==> config.mk <==
export PLATFORM = sky130hd
export DESIGN_NAME = simd_mac_collector_flat
export DESIGN_NICKNAME = d
export VERILOG_FILES = /design/src/rtl/simd_mac_pkg.sv /design/src/rtl/simd_mac_collector_if.sv /design/src/rtl/simd_lane_sat_add.sv /design/src/rtl/simd_mac_collector.sv /design/src/flat_wrapper.sv
export SDC_FILE = /design/constraint.sdc
export NUM_CORES = 1
export LEC_CHECK = 0
export BUFFER_PORTS_ARGS = -buffer_cell sky130_fd_sc_hd__buf_2
export CAP_MARGIN = 5
export CORE_ASPECT_RATIO = 1.25
export CORE_MARGIN = 5
export CORE_UTILIZATION = 55
export CTS_BUF_LIST = sky130_fd_sc_hd__clkbuf_16
export DETAILED_ROUTE_END_ITERATION = 6
export GPL_TIMING_DRIVEN = 0
export PLACE_DENSITY = 0.81
export SKIP_LAST_GASP = 1
export SLEW_MARGIN = 25
export SYNTH_ARGS = -nofsm -noshare
export SYNTH_HDL_FRONTEND = slang
export SYNTH_SLANG_ARGS = --single-unit
==> constraint.sdc <==
create_clock -name CLK -period 11.52 [get_ports CLK]
set_clock_uncertainty 0.2 [all_clocks]
set_input_delay 2.304 -clock CLK [delete_from_list [all_inputs] [get_ports CLK]]
set_output_delay 2.304 -clock CLK [all_outputs]
set_load 0.02 [all_outputs]
==> src/rtl/simd_mac_pkg.sv <==
// rtl/simd_mac_pkg.sv - shared constants and FSM encoding for simd_mac_collector
package simd_mac_pkg;
    localparam logic [1:0] MODE_INT8 = 2'b00;
    localparam logic [1:0] MODE_INT4 = 2'b01;
    localparam logic [1:0] MODE_INT2 = 2'b10;

    localparam int DEF_ACC_W = 24;
    localparam int DEF_LEN_W = 8;

    typedef enum logic [1:0] {
        ST_IDLE = 2'd0,
        ST_ACC  = 2'd1,
        ST_DONE = 2'd2
    } state_e;
endpackage

==> src/rtl/simd_mac_collector_if.sv <==
// rtl/simd_mac_collector_if.sv - product stream in, lane-sum result stream out
interface simd_mac_collector_if #(
    parameter int ACC_W = simd_mac_pkg::DEF_ACC_W
) ();
    logic             in_valid;
    logic             in_ready;
    logic [15:0]      result;
    logic [7:0]       result_int4_0;
    logic [7:0]       result_int4_1;
    logic [3:0]       result_int2_0;
    logic [3:0]       result_int2_1;
    logic [3:0]       result_int2_2;
    logic [3:0]       result_int2_3;
    logic             out_valid;
    logic             out_ready;
    logic [ACC_W-1:0] acc0;
    logic [ACC_W-1:0] acc1;
    logic [ACC_W-1:0] acc2;
    logic [ACC_W-1:0] acc3;
    logic [1:0]       out_mode;
    logic             ovf;

    modport slave (
        input  in_valid, result, result_int4_0, result_int4_1,
               result_int2_0, result_int2_1, result_int2_2, result_int2_3, out_ready,
        output in_ready, out_valid, acc0, acc1, acc2, acc3, out_mode, ovf
    );

    modport master (
        output in_valid, result, result_int4_0, result_int4_1,
               result_int2_0, result_int2_1, result_int2_2, result_int2_3, out_ready,
        input  in_ready, out_valid, acc0, acc1, acc2, acc3, out_mode, ovf
    );
endinterface

==> src/rtl/simd_lane_sat_add.sv <==
// rtl/simd_lane_sat_add.sv - one lane: accumulator plus 16-bit unsigned addend, saturating
module simd_lane_sat_add import simd_mac_pkg::*; #(
    parameter int ACC_W = DEF_ACC_W
) (
    input  logic [ACC_W-1:0] acc,
    input  logic [15:0]      addend,
    output logic [ACC_W-1:0] sum,
    output logic             ovf
);
    logic [ACC_W:0] wide;

    always_comb begin
        wide = {1'b0, acc} + {{(ACC_W + 1 - 16){1'b0}}, addend};
        ovf  = wide[ACC_W];
        sum  = wide[ACC_W] ? '1 : wide[ACC_W-1:0];
    end
endmodule

==> src/rtl/simd_mac_collector.sv <==
// rtl/simd_mac_collector.sv - per-lane dot-product accumulator behind the SIMD multiplier
module simd_mac_collector import simd_mac_pkg::*; #(
    parameter int ACC_W = DEF_ACC_W,
    parameter int LEN_W = DEF_LEN_W
) (
    input  logic             CLK,
    input  logic             rst,
    input  logic             start,
    input  logic [1:0]       mode,
    input  logic [LEN_W-1:0] len,
    output logic             busy,
    simd_mac_collector_if.slave bus
);
    state_e           state_q, state_d;
    logic [LEN_W-1:0] cnt_q, cnt_d;
    logic [1:0]       mode_q, mode_d;
    logic             ovf_q, ovf_d;
    logic [ACC_W-1:0] acc_q [4];
    logic [ACC_W-1:0] acc_d [4];
    logic [ACC_W-1:0] lane_sum [4];
    logic [15:0]      addend [4];
    logic [3:0]       lane_ovf;

    // Lanes not used by the latched mode get a zero addend, so they stay at 0.
    always_comb begin
        for (int i = 0; i < 4; i++) addend[i] = '0;
        case (mode_q)
            MODE_INT4: begin
                addend[0] = {8'h00, bus.result_int4_0};
                addend[1] = {8'h00, bus.result_int4_1};
            end
            MODE_INT2: begin
                addend[0] = {12'h000, bus.result_int2_0};
                addend[1] = {12'h000, bus.result_int2_1};
                addend[2] = {12'h000, bus.result_int2_2};
                addend[3] = {12'h000, bus.result_int2_3};
            end
            default: addend[0] = bus.result;
        endcase
    end

    for (genvar g = 0; g < 4; g++) begin : g_lane
        simd_lane_sat_add #(.ACC_W(ACC_W)) u_lane (
            .acc    (acc_q[g]),
            .addend (addend[g]),
            .sum    (lane_sum[g]),
            .ovf    (lane_ovf[g])
        );
    end

    always_comb begin
        state_d = state_q;
        cnt_d   = cnt_q;
        mode_d  = mode_q;
        ovf_d   = ovf_q;
        for (int i = 0; i < 4; i++) acc_d[i] = acc_q[i];
        case (state_q)
            ST_IDLE: begin
                if (start) begin
                    for (int i = 0; i < 4; i++) acc_d[i] = '0;
                    ovf_d   = 1'b0;
                    mode_d  = mode;
                    cnt_d   = len;
                    state_d = (len != '0) ? ST_ACC : ST_DONE;
                end
            end
            ST_ACC: begin
                if (bus.in_valid) begin
                    for (int i = 0; i < 4; i++) acc_d[i] = lane_sum[i];
                    ovf_d = ovf_q | (|lane_ovf);
                    cnt_d = cnt_q - LEN_W'(1);
                    if (cnt_q == LEN_W'(1)) state_d = ST_DONE;
                end
            end
            ST_DONE: begin
                if (bus.out_ready) state_d = ST_IDLE;
            end
            default: state_d = ST_IDLE;
        endcase
    end

    always_ff @(posedge CLK or posedge rst) begin
        if (rst) begin
            state_q <= ST_IDLE;
            cnt_q   <= '0;
            mode_q  <= '0;
            ovf_q   <= 1'b0;
            for (int i = 0; i < 4; i++) acc_q[i] <= '0;
        end else begin
            state_q <= state_d;
            cnt_q   <= cnt_d;
            mode_q  <= mode_d;
            ovf_q   <= ovf_d;
            for (int i = 0; i < 4; i++) acc_q[i] <= acc_d[i];
        end
    end

    assign bus.in_ready  = (state_q == ST_ACC);
    assign bus.out_valid = (state_q == ST_DONE);
    assign busy          = (state_q != ST_IDLE);
    assign bus.acc0      = acc_q[0];
    assign bus.acc1      = acc_q[1];
    assign bus.acc2      = acc_q[2];
    assign bus.acc3      = acc_q[3];
    assign bus.out_mode  = mode_q;
    assign bus.ovf       = ovf_q;
endmodule

==> src/flat_wrapper.sv <==
// flat-port wrapper written by rule: the top's interface ports become plain ports
module simd_mac_collector_flat import simd_mac_pkg::*;
#(
    parameter int ACC_W = DEF_ACC_W,
    parameter int LEN_W = DEF_LEN_W
)
  (CLK, rst, start, mode, len, busy, bus_in_valid, bus_result, bus_result_int4_0, bus_result_int4_1, bus_result_int2_0, bus_result_int2_1, bus_result_int2_2, bus_result_int2_3, bus_out_ready, bus_in_ready, bus_out_valid, bus_acc0, bus_acc1, bus_acc2, bus_acc3, bus_out_mode, bus_ovf);
  simd_mac_collector_if #(.ACC_W(ACC_W)) bus_i ();
  input  logic CLK;
  input  logic rst;
  input  logic start;
  input  logic [1:0] mode;
  input  logic [LEN_W-1:0] len;
  output logic busy;
  input wire logic [$bits(bus_i.in_valid)-1:0] bus_in_valid;
  input wire logic [$bits(bus_i.result)-1:0] bus_result;
  input wire logic [$bits(bus_i.result_int4_0)-1:0] bus_result_int4_0;
  input wire logic [$bits(bus_i.result_int4_1)-1:0] bus_result_int4_1;
  input wire logic [$bits(bus_i.result_int2_0)-1:0] bus_result_int2_0;
  input wire logic [$bits(bus_i.result_int2_1)-1:0] bus_result_int2_1;
  input wire logic [$bits(bus_i.result_int2_2)-1:0] bus_result_int2_2;
  input wire logic [$bits(bus_i.result_int2_3)-1:0] bus_result_int2_3;
  input wire logic [$bits(bus_i.out_ready)-1:0] bus_out_ready;
  output wire logic [$bits(bus_i.in_ready)-1:0] bus_in_ready;
  output wire logic [$bits(bus_i.out_valid)-1:0] bus_out_valid;
  output wire logic [$bits(bus_i.acc0)-1:0] bus_acc0;
  output wire logic [$bits(bus_i.acc1)-1:0] bus_acc1;
  output wire logic [$bits(bus_i.acc2)-1:0] bus_acc2;
  output wire logic [$bits(bus_i.acc3)-1:0] bus_acc3;
  output wire logic [$bits(bus_i.out_mode)-1:0] bus_out_mode;
  output wire logic [$bits(bus_i.ovf)-1:0] bus_ovf;
  assign bus_i.in_valid = bus_in_valid;
  assign bus_i.result = bus_result;
  assign bus_i.result_int4_0 = bus_result_int4_0;
  assign bus_i.result_int4_1 = bus_result_int4_1;
  assign bus_i.result_int2_0 = bus_result_int2_0;
  assign bus_i.result_int2_1 = bus_result_int2_1;
  assign bus_i.result_int2_2 = bus_result_int2_2;
  assign bus_i.result_int2_3 = bus_result_int2_3;
  assign bus_i.out_ready = bus_out_ready;
  assign bus_in_ready = bus_i.in_ready;
  assign bus_out_valid = bus_i.out_valid;
  assign bus_acc0 = bus_i.acc0;
  assign bus_acc1 = bus_i.acc1;
  assign bus_acc2 = bus_i.acc2;
  assign bus_acc3 = bus_i.acc3;
  assign bus_out_mode = bus_i.out_mode;
  assign bus_ovf = bus_i.ovf;
  simd_mac_collector #(.ACC_W(ACC_W), .LEN_W(LEN_W)) u_core (.CLK(CLK), .rst(rst), .start(start), .mode(mode), .len(len), .busy(busy), .bus(bus_i));
endmodule
==> results_dict.tcl <==
set metrics [dict create \
    grt.overflow.total 0 \
    vias 7278 \
    yosysWarnings 0 \
    fillCellCount 1165 \
    fin_setup_tns_ns 0 \
    antennaDiodeCount 0 \
    dpl_cell_area_um2 8247 \
    leakagePower_nw 4.246 \
    worstReg2RegStart "u_core.bus.out_mode[0]" \
    synthFlopType "dfrtp_1" \
    fin_nets 1121 \
    worst-r2r-setup-slack_ns 7.34 \
    crit_family "compound AO/OA/AOI/OAI gates" \
    drv_slew 0 \
    antenna_found_initial 0 \
    clkTransAtPathRegs_ns 0.07 \
    cp_cell_sequence "buf_2 > a22oi_1 > o21ai_0 > ha_1 > inv_1 > fa_1 > nor2b_1 > o31a_1 > o31a_1 > o21ai_2 > nor2_2 > buf_6 > a2bb2oi_1" \
    dr.pass1.iters 5 \
    layout_commonest_cell "buf_2" \
    synthDistinctLibCells 68 \
    area_delta_synth_final_pct 18.88 \
    rr_endpoint "u_core.bus.acc0[1]" \
    grt_use_total_pct 27.96 \
    p_int_mw 1.006 \
    routed_wl_um 21670 \
    fin_util_pct 66.83 \
    crit_required_ns 11.60 \
    synth-seq-area-share_pct 37.97 \
    cts_hold_buf 0 \
    setup_viol 0 \
    worstPathArrival_ns 5.04 \
    post-route-period-util_pct 43.05 \
    seq_power_share_pct 27.9 \
    rsz0062_at_grt "no" \
    p_sw_share_pct 46.58 \
    cts_tree "done" \
    crit_path_start "bus_result_int2_0[0]" \
    cp_max_fo 10 \
    ant_nets 0 \
    clock_path_buffers 2 \
    clk_latency_ns 0.36 \
    min_to "u_core.bus.acc1[7]" \
    grt_pass1_vias 6807 \
    rows 46 \
    end_kind "register" \
    r2r_cells 15 \
    synth-edff-count 0 \
    hp-class "register to register" \
    preCtsSetupSlack_ns 6.239 \
    layout_common_cells "172 x buf_2, 109 x dfrtp_1, 86 x a21oi_1" \
    grt_pass1_wl_um 34800 \
    cp_common_cell "o31a_1" \
    clock_sinks 109 \
    drive_above_1_share_pct 21.02 \
    portBuffers 164 \
    die-area_um2 15460 \
    comb_power_share_pct 55.2 \
    hp-start "u_core.bus.acc1[7]" \
    status "finished clean" \
    max_slew_margin_pct 42.61 \
    timing.final.ws_setup_ns 6.560 \
    ys_ff_latch 109 \
    cts_made_buffers 9 \
    cp-start-kind "input port" \
    crit_type "input port to register" \
    drv_cap 0 \
    grt_max_degree 65 \
    synth_area_per_cell_um2 8.531 \
    power.density_nw_per_um2 220.4 \
    fin_area_um2 8539 \
    initial_core_util_pct 56.22 \
    drc 0 \
    cts_resized 0 \
    dp_hpwl_um 16040 \
    io_pins 165 \
    netlist_area_um2 7183 \
    synth-async-reset-ratio_pct 100.0 \
    clkPwrFrac_pct 16.9 \
    place_congestion 0.8908 \
    cts_root_buf "clkbuf_16" \
    cp_num_buf_inv 3 \
    critPathSlowestCell "nor2_2" \
    fp.coreArea_um2 12780 \
    critical_path.max_stage_delay_ns 0.42 \
    drtIter0Drc 532 \
    syn_inst 842 \
    holdPathStages 2 \
    hold_viol 0 \
    post_cts_buffers 0 \
    die_height_um 137.8 \
    min_period_ns 4.960 \
    tightest_slew_ns 0.8609 \
    die_w_um 112.2 \
    wire_per_inst_um 18.20 \
    synth_fp_nets 945 \
    ir_drop_uv 122.1 \
    avgViaCountPerCell 6.111 \
    switchingPower_mw 0.8766 \
    htree_levels 3 \
    fmax_mhz 201.6 \
]
-- cell usage after synthesis (all sizes together) (8+ instances only) --
library cell  number  area [µm²]
nand3             40       205.2
nor2b             14       95.09
a211oi            19       142.6
buf               12       62.56
a22oi             12       90.09
a311oi            11       96.34
nor3              23       130.1
xnor2             11       96.34
and4              12       107.6
nand4             10       68.81
nor2              77       294.0
a21o               9       67.56
and3              22       137.6
nand2             84       315.3
o21a              10       75.07
o21ai             59       299.0
a31oi             20       125.1
dfrtp            109        2728
inv               27       101.3
xor2               8       70.07
clkbuf            25       95.09
a21oi             86       430.4
and2              29       181.4
nand2b             8       50.05
ha                36       450.4
mux2i              8       80.08
-- cell families (layout without fill, tap and decap cells) --
group | Yosys count | in the layout | synth area share (%)
muxes | 9 | 9 | 1.324
xor gates and xnor gates | 19 | 19 | 2.317
AOI/OAI and AO/OA | 272 | 272 | 24.23
buffers and inverters | 64 | 245 | 3.606
and+or+nand+nor | 329 | 329 | 23.17
DFF | 109 | 109 | 37.97
adders and majority gates | 40 | 40 | 7.385
-- metal layers --
metal	vias up	GRT usage (%)	wire length, µm
met1	3497	36.16	8770
met5	-	0	0
li1	3448	-	-
met4	0	10.02	671
met2	292	47.48	10670
met3	41	4.745	1563
-- per-stage QoR --
stage	cells	power (mW)	hold WS [ns]
after global routing	1191	2.024	0.3253
after CTS	1191	1.873	0.3017
after global placement	1174	1.534	0.2821
final	1191	1.882	0.3053
after floorplan	842	1.268	0.2710
after detailed placement	1175	1.555	0.2882
-- worst max path at each step --
stage                                      to  cells after the start
after floorplan            u_core.bus.acc0[0]                      1
after global placement     u_core.bus.acc0[6]                      2
after detailed placement  u_core.bus.acc0[19]                     13
after CTS                  u_core.bus.acc0[1]                     13
after global routing       u_core.bus.acc0[1]                     13
final                      u_core.bus.acc0[1]                     13
-- state kept, by name, summed over array words and instances, names as in the netlist --
register	cells
u_core.bus.acc1	24
u_core.bus.ovf	1
u_core.bus.acc3	24
u_core.bus.out_mode	2
u_core.bus.acc0	24
u_core.cnt_q	8
u_core.state_q	2
u_core.bus.acc2	24
-- tightest hold or removal path, cell delays in order (launching register included) --
cell	delay, ns
dfrtp_1	0.37
nand2_1	0.06
nand2_1	0.05
-- power groups by stage --
| stage | clock network [mW] | registers, mW | logic [mW] |
|---|---|---|---|
| after global placement | 0 | 0.528 | 1.01 |
| after CTS | 0.320 | 0.524 | 1.03 |
| after floorplan | 0 | 0.583 | 0.685 |
| final | 0.318 | 0.525 | 1.04 |
| after global routing | 0.335 | 0.536 | 1.15 |
| after detailed placement | 0 | 0.531 | 1.02 |
-- area by class of cell --
| class | count | area, µm² | share of cell area (%) |
|---|---|---|---|
| clock buffers | 9 | 225.2 | 2.637 |
| plain buffers | 37 | 157.7 | 1.846 |
| flip-flops and latches | 109 | 2728 | 31.94 |
| clock inverters | 7 | 67.56 | 0.7912 |
| multi-input cells | 669 | 4197 | 49.14 |
| inverters | 27 | 106.4 | 1.245 |
| well taps | 168 | 210.2 | 2.462 |
| repair buffers | 165 | 848.3 | 9.934 |
Power figures use the tool's default switching activity.
